--- src/rtl/traffic_phase_scheduler.sv ---
// traffic_phase_scheduler: four-way intersection phase sequencer.
// A divided tick drives a per-phase countdown (time_left); each phase lasts
// duration+1 ticks. Lamp outputs are registered from the next state so they
// change in the same cycle as the state register.
// Optional feature: define PED_REQ_EN to compile in the pedestrian request
// latch, green-phase clamp and the PED_WALK phase.
module traffic_phase_scheduler #(
    parameter int unsigned TICK_DIV = 100000000,
    parameter int unsigned GREEN_T  = 10,
    parameter int unsigned YELLOW_T = 5,
    parameter int unsigned ALLRED_T = 1,
    parameter int unsigned WALK_T   = 8
) (
    input  logic       clk,
    input  logic       rst,
    input  logic       run,
    input  logic       ped_req,
    output logic [1:0] ns_light,
    output logic [1:0] ew_light,
    output logic       walk,
    output logic       ped_ack,
    output logic [3:0] time_left,
    output logic       tick
);

    localparam int unsigned CW = (TICK_DIV > 1) ? $clog2(TICK_DIV) : 1;
    localparam logic [CW-1:0] CNT_MAX = CW'(TICK_DIV - 1);

    localparam logic [1:0] LAMP_RED = 2'b00;
    localparam logic [1:0] LAMP_YEL = 2'b01;
    localparam logic [1:0] LAMP_GRN = 2'b10;

    localparam logic [3:0] CLAMP_T = 4'd3;

`ifdef PED_REQ_EN
    typedef enum logic [2:0] {
        NS_GREEN, NS_YELLOW, ALL_RED_A, EW_GREEN, EW_YELLOW, ALL_RED_B, PED_WALK
    } state_t;
`else
    typedef enum logic [2:0] {
        NS_GREEN, NS_YELLOW, ALL_RED_A, EW_GREEN, EW_YELLOW, ALL_RED_B
    } state_t;
`endif

    state_t          state;
    state_t          state_nx;
    logic [CW-1:0]   tick_cnt;
    logic            advance;
    logic [3:0]      next_dur;
    logic [3:0]      tl_base;
    logic [3:0]      tl_nx;
    logic [1:0]      ns_nx;
    logic [1:0]      ew_nx;

`ifdef PED_REQ_EN
    logic            ped_q;
    logic            pending;
    logic            clamp_done;
    logic            ped_accept;
    logic            clamp_arm;
    logic            walk_nx;
`endif

    // Tick divider: free-runs 0..TICK_DIV-1 while run is high, frozen otherwise
    always_ff @(posedge clk or posedge rst) begin
        if (rst) begin
            tick_cnt <= '0;
        end else if (run) begin
            tick_cnt <= (tick_cnt == CNT_MAX) ? '0 : tick_cnt + 1'b1;
        end
    end

    // Tick strobe: high in the cycle whose clock edge wraps the divider
    always_comb begin
        tick = run && !rst && (tick_cnt == CNT_MAX);
    end

    // State register and phase countdown
    always_ff @(posedge clk or posedge rst) begin
        if (rst) begin
            state     <= ALL_RED_B;
            time_left <= 4'(ALLRED_T);
        end else begin
            state     <= state_nx;
            time_left <= tl_nx;
        end
    end

    // Next state and next countdown value; the clamp is applied on top of the
    // decremented value so a same-cycle tick and request both take effect
    always_comb begin
        advance  = tick && (time_left == '0);
        state_nx = state;
        if (advance) begin
            case (state)
                NS_GREEN:  state_nx = NS_YELLOW;
                NS_YELLOW: state_nx = ALL_RED_A;
                ALL_RED_A: state_nx = EW_GREEN;
                EW_GREEN:  state_nx = EW_YELLOW;
                EW_YELLOW: state_nx = ALL_RED_B;
`ifdef PED_REQ_EN
                ALL_RED_B: state_nx = pending ? PED_WALK : NS_GREEN;
                PED_WALK:  state_nx = NS_GREEN;
`else
                ALL_RED_B: state_nx = NS_GREEN;
`endif
                default:   state_nx = NS_GREEN;
            endcase
        end

        case (state_nx)
            NS_GREEN, EW_GREEN:   next_dur = 4'(GREEN_T);
            NS_YELLOW, EW_YELLOW: next_dur = 4'(YELLOW_T);
`ifdef PED_REQ_EN
            PED_WALK:             next_dur = 4'(WALK_T);
`endif
            default:              next_dur = 4'(ALLRED_T);
        endcase

        tl_base = time_left;
        if (tick) begin
            tl_base = advance ? next_dur : time_left - 4'd1;
        end

        tl_nx = tl_base;
`ifdef PED_REQ_EN
        clamp_arm = run && pending && !clamp_done && !advance &&
                    ((state == NS_GREEN) || (state == EW_GREEN));
        if (clamp_arm && (tl_base > CLAMP_T)) begin
            tl_nx = CLAMP_T;
        end
`endif
    end

    // Lamp decode of the next state, registered below
    always_comb begin
        ns_nx = LAMP_RED;
        ew_nx = LAMP_RED;
        case (state_nx)
            NS_GREEN:  ns_nx = LAMP_GRN;
            NS_YELLOW: ns_nx = LAMP_YEL;
            EW_GREEN:  ew_nx = LAMP_GRN;
            EW_YELLOW: ew_nx = LAMP_YEL;
            default: begin
                ns_nx = LAMP_RED;
                ew_nx = LAMP_RED;
            end
        endcase
`ifdef PED_REQ_EN
        walk_nx = (state_nx == PED_WALK);
`endif
    end

    // Lamp output registers
    always_ff @(posedge clk or posedge rst) begin
        if (rst) begin
            ns_light <= LAMP_RED;
            ew_light <= LAMP_RED;
        end else begin
            ns_light <= ns_nx;
            ew_light <= ew_nx;
        end
    end

`ifdef PED_REQ_EN
    always_comb begin
        ped_accept = ped_req && !ped_q && !pending && (state != PED_WALK);
    end

    // Pedestrian request latch, acknowledge pulse, per-green clamp flag, walk lamp
    always_ff @(posedge clk or posedge rst) begin
        if (rst) begin
            ped_q      <= 1'b0;
            pending    <= 1'b0;
            clamp_done <= 1'b0;
            ped_ack    <= 1'b0;
            walk       <= 1'b0;
        end else begin
            ped_q   <= ped_req;
            ped_ack <= ped_accept;
            walk    <= walk_nx;
            if (advance && (state_nx == PED_WALK)) begin
                pending <= 1'b0;
            end else if (ped_accept) begin
                pending <= 1'b1;
            end
            if (advance) begin
                clamp_done <= 1'b0;
            end else if (clamp_arm) begin
                clamp_done <= 1'b1;
            end
        end
    end
`else
    logic unused_ped_req;
    assign unused_ped_req = ped_req;
    assign walk           = 1'b0;
    assign ped_ack        = 1'b0;
`endif

endmodule

--- config.mk ---
export PLATFORM = sky130hd
export DESIGN_NAME = traffic_phase_scheduler
export DESIGN_NICKNAME = d
export VERILOG_FILES = /design/src/rtl/traffic_phase_scheduler.sv
export SDC_FILE = /design/constraint.sdc
export NUM_CORES = 1
export LEC_CHECK = 0
export CAP_MARGIN = 40
export CORE_UTILIZATION = 40
export CTS_CLUSTER_DIAMETER = 60
export DETAILED_ROUTE_END_ITERATION = 8
export PLACE_DENSITY = 0.67
export SYNTH_ARGS = -nofsm -noshare
export SYNTH_HDL_FRONTEND = slang
export SYNTH_SLANG_ARGS = --single-unit
--- constraint.sdc ---
create_clock -name clk -period 2.4 [get_ports clk]
set_input_delay 0.48 -clock clk [delete_from_list [all_inputs] [get_ports clk]]
set_output_delay 0.48 -clock clk [all_outputs]
set_load 0.02 [all_outputs]
### Word level (Yosys, flattened, before mapping)

Cells that the tools add are included.

| operators by class | value |
|---|---|
| $add $sub $neg | 2 |
| equality and inequality tests | 8 |
| muxes and demuxes | 7 |
| reduce and logical (&&, ||, !) cells | 9 |

Operators by type and width:

| operator | number |
|---|---|
| $add A27 B1 Y27 const B | 1 |
| $eq A27 B27 Y1 const B | 1 |
| $mux W27 | 1 |
| $pmux W3 S5 | 1 |
| $eq A3 B2 Y1 const B | 3 |
| $pmux W2 S2 | 2 |
| $pmux W4 S2 | 1 |
| $eq A3 B1 Y1 const B | 2 |
| $eq A3 B3 Y1 const B | 2 |
| $logic_not A3 Y1 | 2 |
| $logic_not A4 Y1 | 1 |
| $mux W4 | 1 |
| $reduce_or A2 Y1 | 2 |
| $sub A4 B1 Y4 const B | 1 |
| $logic_and A1 B1 Y1 | 3 |
| $mux W3 | 1 |
| $logic_not A1 Y1 | 1 |

| word-level totals | value |
|---|---|
| bits in registers | 38 |
| bits of input ports | 4 |
| output and inout bits | 11 |
| word-level logic and storage cells | 31 |

### Depth between registers and ports, before layout

Gate-level depths: netlist of run 1.

| depth | value |
|---|---|
| depth in word-level cells | 9 |
| mapped depth | 8 |
| depth with buffers taken out | 7 |

### Least setup slack after synthesis of run 1

Ideal clock, no wire load.

| timing | value |
|---|---|
| kind | input to output |
| start point | in run |
| end point | out tick |
| data arrival time | 1.916 ns |
| setup slack | 0.004 ns |
| stages | 6 |
| path through | clkbuf_1 > nand4_1 > or4_4 > or2_0 > clkbuf_1 > nor2_1 |

| on the way | value |
|---|---|
| longest elaborated chain between the ends | 2 |

RTL lines:

| item | line | text |
|---|---|---|
| from (decl) | 16 | `input logic run,` |
| $logic_and A1 B1 Y1 (2 in series) | 75 | `tick = run && !rst && (tick_cnt == CNT_MAX);` |
| to (decl) | 23 | `output logic tick` |

No other way between the ends.

### Final worst setup path of run 1

| timing | value |
|---|---|
| start point | reg tick_cnt[1] |
| end point | out tick |

| on the way | value |
|---|---|
| longest elaborated chain between the ends | 2 |

RTL lines:

| item | line | text |
|---|---|---|
| from (decl) | 47 | `logic [CW-1:0] tick_cnt;` |
| from (signal assigned) | 69 | `tick_cnt <= (tick_cnt == CNT_MAX) ? '0 : tick_cnt + 1'b1;` |
| $eq A27 B27 Y1 | 75 |  |
| $logic_and A1 B1 Y1 | 75 |  |

No other way between the ends.

==> run metrics, run 1 <==
Port Buffers=11; initial antenna violation count=0; Critical-path top delay cell=or4_4; Reg clk slew, reported paths=0.07 ns; Sink Count=38; clk buf depth=2; n_diodes=0; die area=0.00530 mm²; CP peak stage delay=0.43 ns; placed inst area=0.00243 mm²; area of the multi-input gates=985 µm²; CTS tree=built; post-DR wirelength/cell=12.1 µm; Main synth FF type=dfrtp_1; Core Region=0.00479 mm²; Pre-antenna DRT Iters=4; RSZ-0062 raised after global routing=yes; Final #Nets=264; Fin Clk Skew=0.00250 ns; Critical Path AT=1.85 ns; DR vias=1585; max_cap viols=0; hold path depth=2; DRC viols=0; cell area after synthesis=0.00201 mm²; post-layout min period=2.33 ns; grt ovf=0; met1 Use GR=22.0%; final core utilization=54.8%; Ys Warns=0; GRT Total Usage=17.1%; final hold vios=0; register area=956 µm²; vias in the first global route=1496; Power Density=618 mW/mm²; top post-synthesis cells by area=dfrtp_1 (44%), xor2_1 (7.0%), nor2_1 (4.3%); Die Width=72.8 µm; Final Cycle Share=96.9%; EDFF count, synth=0; Synth area leader=dfrtp_1; CP Class=register to output pin; total power=1.62 mW; FFs w/ async S/R, synth=100%; GRT met3 Usage=4.14%; routed wire length=3940 µm; CP delay by family, top=simple AND/OR/NAND/NOR gates; Worst Hold Class=register to register; Seq cells post-synth=38; Hold Path End=time_left[0]; Vias/cell=4.88; Detail Route Antenna Nets=0; I/O pin count=15; fill count=436; initial core utilization=41.9%; worst path bufs/invs=1; RePlAce Congestion=0.793; Syn-to-layout area delta=30.7%; number of DRC markers in iteration 0=48; critical path cell sequence=ha_2 > nand3_2 > or4_4 > or2_4 > nor2_4 > buf_6; top cell type's share of synthesized area=43.6%; H-tree levels=2; Post-Synthesis Cells=206; Reg2Reg Setup Slack=0.25 ns; # setup viols final=0; Reg-to-Reg End=ew_light[1]; Synth cell types=45; DP Wirelength=2730 µm; Clk Tree Root Cell=clkbuf_8; Req. time, crit path=1.92 ns; # rows=25; worst r2r src=tick_cnt[1]; share of cells above drive strength 1=27.1%; Max FO, Critical Path=2; hold-fix buffers at CTS=0; worst skew pair latency=0.29 ns; Slew Limit Fails=0; first-pass GRT wire length=6810 µm; Avg Cell Area, Syn=9.74 µm²; global route hottest layer=met2; fin area=0.00262 mm²; R2R depth=7; leakage power=1.22 nW; maximum VDD drop=0.000495 V; Crit. End Element=output pin; largest net degree at the start of global routing=28; sequential element share of the synthesized area=47.6%; cts bufs inserted=5; outcome=completed; CP startpoint kind=register; Die H=72.8 µm; grt met2 use=26.5%; Fmax=0.430 GHz; Hold Startpoint=time_left[0]
## tightest hold or removal path, cell delays in order (launching register included)
cell,delay (ns)
dfstp_2,0.39
o31ai_1,0.06
nand2_1,0.05
## placed cells by master (no fill, tap or decap), types with 3 or more instances in the layout
cell type and count:
buf_4 43, dfrtp_1 34, nor2_1 22, nand2_1 17
xor2_1 16, nand3_1 13, nand4_1 10, o21ai_0 9
clkdlybuf4s50_1 9, inv_1 6, xnor2_1 6, clkbuf_8 6
and4_1 4, or3_1 4, a21oi_1 4, nor3_1 3
and2_1 3, o21ai_1 3, nand3b_1 3, dfstp_2 3
## registers in the layout, summed over array words and instances (netlist names)
name / count
state: 3
ew_light: 2
tick_cnt: 27
ns_light: 2
time_left: 4
## layer usage
layer | wire (µm) | part of all wire, %
met4 | 101 | 2.6
met1 | 1900 | 48
met5 | 0 | 0
met2 | 1820 | 46
met3 | 118 | 3.0
## stage by stage
step	setup slack, ns	hold slack (ns)	TNS [ns]	cells
floorplan	0.00413	0.457	0	207
global placement	-0.651	0.487	-1.71	313
detailed placement	-0.673	0.488	-1.86	313
CTS	0.0119	0.501	0	324
global route	-0.0136	0.520	-0.0136	325
finish	0.0741	0.503	0	325
## Yosys cell counts, types with 3 or more instances
library cell  number
and2_1             3
o21ai_1            3
xnor2_1            6
and4_1             4
nor2_1            23
inv_1              6
o21ai_0            9
dfstp_2            3
xor2_1            16
nor3_1             3
clkbuf_1           7
dfrtp_1           35
nand3_1           14
ha_1               3
a21oi_1            4
nand2_1           17
nand3b_1           3
or3_1              4
nand4_1           10
## how the worst max path moves through the flow
stage | cells after the start | from | endpoint
after floorplan | 6 | run | tick
after global placement | 6 | run | tick
after detailed placement | 6 | run | tick
after CTS | 5 | tick_cnt[7] | tick
after global routing | 6 | tick_cnt[0] | tick
final | 6 | tick_cnt[1] | tick
## area by class of cell
class	instances	share of cell area (%)
timing repair buffer	54	16.5
sequential	38	36.5
clock inverter	2	2.29
multi-input combinational	152	37.5
inverter	6	0.859
clock buffer	6	3.15
tap	67	3.20
## logic make-up after synthesis
logic type      count (synthesis)  share of synthesized area (%)
compound gates                 21                           5.92
mux                             4                           2.31
flops                          38                           47.6
xor+xnor                       23                           10.4
fa+ha+maj                       3                           1.87
other cells                     1                          0.187
buf+inv                        17                           4.43
simple gates                   99                           27.3
## what timing repair did
item,CTS,global route
pin swaps,3,3
resized for setup,13,1
buffers inserted,3,1
setup endpoints to repair,1,1
## power breakdown
part	internal [mW]	total, mW	switching [mW]
Sequential	0.685	0.717	0.0316
Combinational	0.124	0.227	0.103
Clock	0.443	0.676	0.233
Power figures use the tool's default switching activity.
==> inputs of run 2 (changes only) <==
--- a/constraint.sdc
+++ b/constraint.sdc
@@ -3,2 +3,2 @@
 set_output_delay 0.48 -clock clk [all_outputs]
-set_load 0.02 [all_outputs]
+set_load 0.1 [all_outputs]
==> run 2 against run 1 <==
Effect of this change:
- the run now ends with negative setup slack left
- wire length down 4.1%
- clock power down 0.6%
- fmax down 4.8%
==> run metrics, run 2 (synthesis results as in run 1) <==
outcome=finished with violations; failing checks=negative setup slack; initial core utilization=41.9%; Worst Hold Class=register to register; critical path cell sequence=ha_2 > nand3_2 > or4_4 > or2_4 > nor2_4 > buf_12; fin area=0.00249 mm²; vias in the first global route=1508; Critical Path AT=1.96 ns; RSZ-0062 raised after global routing=yes; DR vias=1551; H-tree levels=2; Final #Nets=246; max_cap viols=0; total power=1.60 mW; worst skew pair latency=0.29 ns; Pre-antenna DRT Iters=4; cts bufs inserted=5; maximum VDD drop=0.000311 V; initial antenna violation count=0; final setup margin=-0.0430 ns; CP startpoint kind=register; Clk Tree Root Cell=clkbuf_8; Crit. End Element=output pin; Core Region=0.00479 mm²; Hold Startpoint=tick_cnt[19]; CP Class=register to output pin; # setup viols final=1; I/O pin count=15; post-layout min period=2.44 ns; Final Cycle Share=102%; RePlAce Congestion=0.742; leakage power=1.13 nW; transition time at the pin with the least slew margin=0.562 ns; first-pass GRT wire length=6770 µm; Req. time, crit path=1.92 ns; final hold vios=0; Die H=72.8 µm; die area=0.00530 mm²; GRT Total Usage=16.7%; Max FO, Critical Path=3; Sink Count=38; post-DR wirelength/cell=12.3 µm; Largest register FFs=27; Port Buffers=11; CP Launch Point=tick_cnt[0]; Vias/cell=5.05; worst r2r src=tick_cnt[0]; DRC viols=0; Fin Clk Skew=0.00614 ns; grt ovf=0; Die Width=72.8 µm; number of DRC markers in iteration 0=87; Largest regs=tick_cnt x27, time_left x4, state x3; clk buf depth=2; TNS Setup=-0.0430 ns; routed wire length=3780 µm; CTS tree=built; Fmax=0.409 GHz; # rows=25; Reg clk slew, reported paths=0.07 ns; Syn-to-layout area delta=24.1%; placed inst area=0.00228 mm²; DP Wirelength=2670 µm; most common cell after layout, fill and taps aside=buf_4; Detail Route Antenna Nets=0; Worst slew margin=62.2%; largest net degree at the start of global routing=26; Top reg by flops=tick_cnt; most frequent cells in the layout=buf_4 (33), dfrtp_1 (32), nor2_1 (22), nand2_1 (17), xor2_1 (16); CP peak stage delay=0.43 ns; n_diodes=0; Critical-path top delay cell=or4_4; Power Density=643 mW/mm²; Slew Limit Fails=0; share of cells above drive strength 1=26.3%
## run 2: cell types whose count changed in the layout (fill, tap and decap cells not counted)
| cell | change |
|---|---|
| inv_2 | +1 |
| dfrtp_4 | +1 |
| inv_1 | -1 |
| buf_6 | -1 |
| dfrtp_1 | -2 |
| buf_12 | +1 |
| dfrtp_2 | +1 |
| nand4_4 | +1 |
| buf_4 | -10 |
| clkdlybuf4s50_1 | -8 |
| nand4_2 | -1 |
## run 2: what timing repair did
item                                    in CTS  in global routing
hold buffers                                 0                  0
gates resized for setup                      6                  0
pin swaps                                    5                  1
buffers inserted                             6                  0
hold endpoints to repair                     0                  0
endpoints found under the setup margin       1                  1
## run 2: metal layers
layer  global-route usage (%)  up-vias  share of wire, %
met3                     3.73        7               3.3
met4                     5.88        0               1.2
met2                     26.5       21                47
met5                        0        -                 0
li1                         -      780                 -
met1                     22.5      743                49
## run 2: critical path, delay by kind of cell (launching register included)
| kind | cells | cell delay, ns |
|---|---|---|
| DFF | 1 | 0.37 |
| and+or+nand+nor | 4 | 0.92 |
| adders and majority gates | 1 | 0.21 |
| buffers and inverters | 1 | 0.18 |
## run 2: layout make-up
class / instances / area [µm²]
tap: 67 / 83.8
sequential: 38 / 961
inverter: 6 / 22.5
timing repair buffer: 36 / 287
multi-input combinational: 152 / 993
clock inverter: 2 / 60.1
fill: 445 / 2300
clock buffer: 6 / 82.6
## run 2: report_power, final
part | switching (mW) | internal, mW
combinational | 0.0999 | 0.0929
sequential | 0.0508 | 0.685
clock | 0.229 | 0.443
## run 2: worst paths after layout
kind	endpoint	slack, ns	cells past startpoint
min in group asynchronous	time_left[3]	0.64	3
setup reg to reg	ew_light[1]	0.23	7
max in group asynchronous	state[0]	1.14	4
hold / removal	tick_cnt[19]	0.49	1
hold reg to reg	tick_cnt[19]	0.49	1
setup / recovery	tick	-0.04	6
## run 2: stage by stage
stage               hold WS, ns  utilization, %  std cells  setup slack (ns)
floorplan                 0.457               -        207            -0.102
global placement          0.485            47.7        293            -0.233
detailed placement        0.486            47.7        293            -0.241
CTS                       0.499            52.0        307           -0.0391
global route              0.513            52.0        307            -0.124
finish                    0.495            52.0        307           -0.0430
==> patch 1: new RTL, config.mk and constraints of run 1 <==
Encoding of `state_t`: now one-hot (6 bits for 6 states).
--- a/src/rtl/traffic_phase_scheduler.sv
+++ b/src/rtl/traffic_phase_scheduler.sv
@@ -38,6 +38,6 @@
     } state_t;
 `else
-    typedef enum logic [2:0] {
-        NS_GREEN, NS_YELLOW, ALL_RED_A, EW_GREEN, EW_YELLOW, ALL_RED_B
+    typedef enum logic [5:0] {
+        NS_GREEN = 6'b000001, NS_YELLOW = 6'b000010, ALL_RED_A = 6'b000100, EW_GREEN = 6'b001000, EW_YELLOW = 6'b010000, ALL_RED_B = 6'b100000
     } state_t;
 `endif
Behaviour: no difference found for any inputs over 10 cycles, from zero or initial values and one cycle with rst high; not proved beyond that.
==> patch 1 against run 1 <==
Via count up 4.2%. Global-route usage down 0.60 points. Final cell count down 3.1%. Total power down 6.2%. Area after synthesis up 8.0%. Hold slack better by 18 ps. Worst setup slack better by 160 ps. Sequential cell count up 3. Design area down 2.7%. Wire length up 2.4%. Non-clock buffer count down 27. Sequential power up 14%.
==> patch 1: results (changes against run 1) <==
stage	metric	value	unit	change
synthesis	yosys-mux-area-fraction	3.06	%	+0.75 points
synthesis	ys_top_cells_by_area	dfrtp_1 45%, xor2_1 7.3%, nor2_1 5.7%		
worst_setup_path	regToRegEndpoint	state[2]$_DFF_PP0_		
synthesis	yosysSeqAreaShare	47.5	%	-0.11 points
worst_setup_path	startpoint	tick_cnt[12]$_DFFE_PP0P_		
worst_setup_path	worstPathArrival	1690	ps	-160 ps
global_routing	grt_usage	16.5	%	-0.60 points
finish	buffers	27		-50%
timing	clock-skew-final	9.99	ps	+7.49 ps
finish	top_regs	tick_cnt (27), state (6), time_left (4)		
power	p_comb	153	uW	-33%
finish	fin_util	49.3	%	-5.5 points
outcome	status	finished clean		
detailed_routing	wl_met1	1910	um	+0.79%
finish	nMultiInputCombCells	164		+7.9%
worst_setup_path	r2r-start	tick_cnt[0]$_DFFE_PP0P_		
power	powerDensity	595	nW/um2	-3.6%
finish	fin_nets	251		-4.9%
power	ir_drop	0.000358	V	-28%
finish	nonClkBufAreaFrac	8.83	%	-7.7 points
hold_path	hold_end	tick_cnt[12]$_DFFE_PP0P_		
global_routing	grt_pass1_vias	1587		+6.1%
global_routing	grt_max_degree	29		+3.6%
synthesis	synthXorXnorAreaFrac	11.3	%	+0.90 points
synthesis	yosys.area_share.adder	1.73	%	-0.14 points
detailed_routing	wl_met2	1910	um	+4.9%
detailed_routing	vias	1652		+4.2%
worst_setup_path	rrSetupSlack	310	ps	+60 ps
cts	post-cts-setup-buffer-count	0		-3
finish	fillers	479		+9.9%
placement	pre_cts_ws	-240	ps	+434 ps
detailed_routing	vias_per_cell	5.24		+7.5%
global_routing	grt.met2_usage	25.7	%	-0.79 points
detailed_routing	wl_met3	139	um	+18%
power	p_leak	0.00120	uW	-1.8%
synthesis	synth_common_cells	39 x dfrtp_1, 33 x nor2_1, 18 x xor2_1		
hold_path	hold-path-cell-count	1		-1
finish	inverters	5		-1
patch 1: changes by cell type in the layout (fill, tap and decap cells not counted), moves of 3 or more:
| cell | run 1 | this run |
|---|---|---|
| nor4b_1 | 2 | 5 |
| or3_1 | 4 | 0 |
| nor2_1 | 22 | 33 |
| and3_1 | 1 | 6 |
| xnor2_1 | 6 | 10 |
| a21o_1 | 0 | 3 |
| o21ai_1 | 3 | 0 |
| o21ai_0 | 9 | 3 |
| dfrtp_1 | 34 | 39 |
| buf_4 | 43 | 16 |
| a21oi_1 | 4 | 1 |
| nand4_1 | 10 | 13 |
patch 1: repair_timing:
action | CTS | global route
pin swaps | 0 | 1
endpoints found under the setup margin | 1 | 1
hold buffers | 0 | 0
resized for setup | 1 | 3
endpoints found under the hold margin | 0 | 0
cloned | 0 | 0
==> patch 2: new RTL, config.mk and constraints of run 1 <==
Made on the original files. `TICK_DIV`: 100000000 -> 400000000.
--- a/src/rtl/traffic_phase_scheduler.sv
+++ b/src/rtl/traffic_phase_scheduler.sv
@@ -6,5 +6,5 @@
 // latch, green-phase clamp and the PED_WALK phase.
 module traffic_phase_scheduler #(
-    parameter int unsigned TICK_DIV = 100000000,
+    parameter int unsigned TICK_DIV = 400000000,
     parameter int unsigned GREEN_T  = 10,
     parameter int unsigned YELLOW_T = 5,
Behaviour: same outputs for any inputs over 10 cycles, from zero or initial values and one cycle with rst high; that may be too few to reach the edited logic, so the function may still have changed.
==> patch 2 against run 1 <==
Worst setup slack gained 110 ps. Largest cell class unchanged. Final cell count is 0.62% higher. Wire length rose by 18%. Largest power group unchanged. Area after synthesis up 11%. Combinational power down 33%. Highest routed layer unchanged. Sequential cell count up 2. Clock skew up 2.3 ps. Total power fell by 7.5%. Design area grew 3.0%. Sequential share of layout area increased by 0.76 points.
==> patch 2: results (changes against run 1) <==
stage	metric	value	unit	change
cts	htreeDepth	2		unchanged
synthesis	ys.warnings.count	0		unchanged
placement	io_buffers	11		unchanged
worst_setup_path	crit_fanout	2		unchanged
power	internal_power	1120	uW	-11%
global_routing	grt_pass1_vias	1698		+14%
detailed_routing	wl_met3	139	um	+18%
synthesis	ys_top_cells_by_area	dfrtp_1 41%, xor2_1 4.3%, mux2i_1 3.6%		
detailed_routing	routed.top_layer	met4		
cts	cts_root_buf	clkbuf_8		
worst_setup_path	worstPathArrival	1730	ps	-120 ps
detailed_routing	wl_met2	2050	um	+12%
detailed_routing	wl_met1	2360	um	+24%
synthesis	yosysSeqAreaShare	44.9	%	-2.7 points
synthesis	synth_async_sr_flop_share	100	%	unchanged
placement	dp_hpwl	3280	um	+20%
finish	antennaDiodeCount	0		unchanged
detailed_routing	firstDrtPassIters	4		unchanged
timing	worst_pin_slew	680	ps	
finish	top_regs	tick_cnt (29), time_left (4), state (3)		
cts	insertion_delay	290	ps	about the same
global_routing	grt_usage	17.4	%	+0.34 points
power	ir_drop	0.000373	V	-25%
cts	cts_max_path_buffers	2		unchanged
detailed_routing	drtIter0Drc	163		+240%
outcome	status	finished clean		
placement	place_area	2580	um2	+6.2%
finish	fillers	464		+6.4%
detailed_routing	vias_per_cell	5.44		+12%
global_routing	grt_max_degree	41		+46%
finish	drive_gt1_share	20.2	%	-6.9 points
synthesis	synth_common_cells	37 x dfrtp_1, 16 x nand2_1, 16 x nor2_1		
synthesis	synth_ff_type	dfrtp_1		
global_routing	antenna_found_initial	0		unchanged
cts	cts_buffers	5		unchanged
synthesis	ys_types	48		+6.7%
cts	path_clk_slew	80	ps	
hold_path	hp-class	flip-flop to flip-flop		
power	p_leak	0.00120	uW	-1.8%
global_routing	grt_pass1_wl	8110	um	+19%
detailed_routing	routed_wl	4630	um	+18%
placement	gp_congestion	0.803		+1.2%
finish	fin_nets	263		-0.38%
timing	clock-skew-final	4.77	ps	+2.26 ps
patch 2: changes by cell type after synthesis, moves of 4 or more:
| cell | delta |
|---|---|
| mux2i_1 | +6 |
| nor2_1 | -7 |
| nor3_1 | +4 |
| xor2_1 | -5 |
patch 2: path summary, 6_finish.rpt:
kind	to	slack, ps	startpoint	depth (start not counted)
worst max-delay path	tick	190	tick_cnt[11]$_DFFE_PP0P_	4
worst min-delay path	tick_cnt[21]$_DFFE_PP0P_	500	tick_cnt[21]$_DFFE_PP0P_	1
worst max register to register	ew_light[0]$_DFF_PP0_	340	time_left[1]$_DFFE_PP0P_	6
worst min register to register	tick_cnt[21]$_DFFE_PP0P_	500	tick_cnt[21]$_DFFE_PP0P_	1
max in group asynchronous	state[0]$_DFF_PP1_	1190	rst	4
min in group asynchronous	tick_cnt[27]$_DFFE_PP0P_	850	rst	4
patch 2: power groups by stage:
stage | combinational (uW) | sequential, uW | clock, uW
final | 151 | 802 | 546
after detailed placement | 152 | 812 | 0
after global routing | 171 | 813 | 587
after CTS | 154 | 800 | 557
after floorplan | 117 | 796 | 0
after global placement | 145 | 810 | 0
patch 2: timing repair:
| action | 4_1_cts | 5_1_grt |
|---|---|---|
| pin swaps | 0 | 2 |
| setup buffers | 0 | 0 |
| gates resized for setup | 4 | 3 |
| setup endpoints to repair | 1 | 1 |
patch 2: area by class of cell:
cell class                      instances  area (um2)  area share, %
Multi-Input combinational cell        165        1160           43.0
Sequential cell                        40        1000           37.2
Timing Repair Buffer                   40         323           12.0
Tap cell                               70        87.6           3.24
Clock buffer                            6        72.6           2.69
Clock inverter                          2        35.0           1.30
Inverter                                4        15.0          0.556
patch 2: cells by family (layout without fill, tap and decap cells):
kind of cell | Yosys count | after routing | share of synthesized area, %
buffers and inverters | 16 | 52 | 3.97
AOI/OAI and AO/OA | 29 | 29 | 8.28
xor gates and xnor gates | 18 | 18 | 7.05
DFF | 40 | 40 | 44.9
adders and majority gates | 3 | 3 | 1.68
and+or+nand+nor | 102 | 102 | 28.9
other | 1 | 2 | 0.168
muxes | 11 | 11 | 5.09
patch 2: critical path, stage by stage, from the launching register on:
cell	delay (ps)
dfrtp_1	410
nor4_4	310
nand4_1	190
nor4_2	310
buf_2	210
patch 2: metrics by stage:
step	worst slack, ps	cells	util [%]
after floorplan	127	221	-
after global placement	-235	319	49.3
after detailed placement	-242	319	49.3
after CTS	19.3	327	51.4
after global routing	80.4	327	51.6
final	186	327	51.6
patch 2: metal layers:
layer	GRT usage [%]	vias to the layer above
met4	8.08	0
met5	0	-
met3	3.57	9
li1	-	878
met1	24.6	860
met2	25.4	32
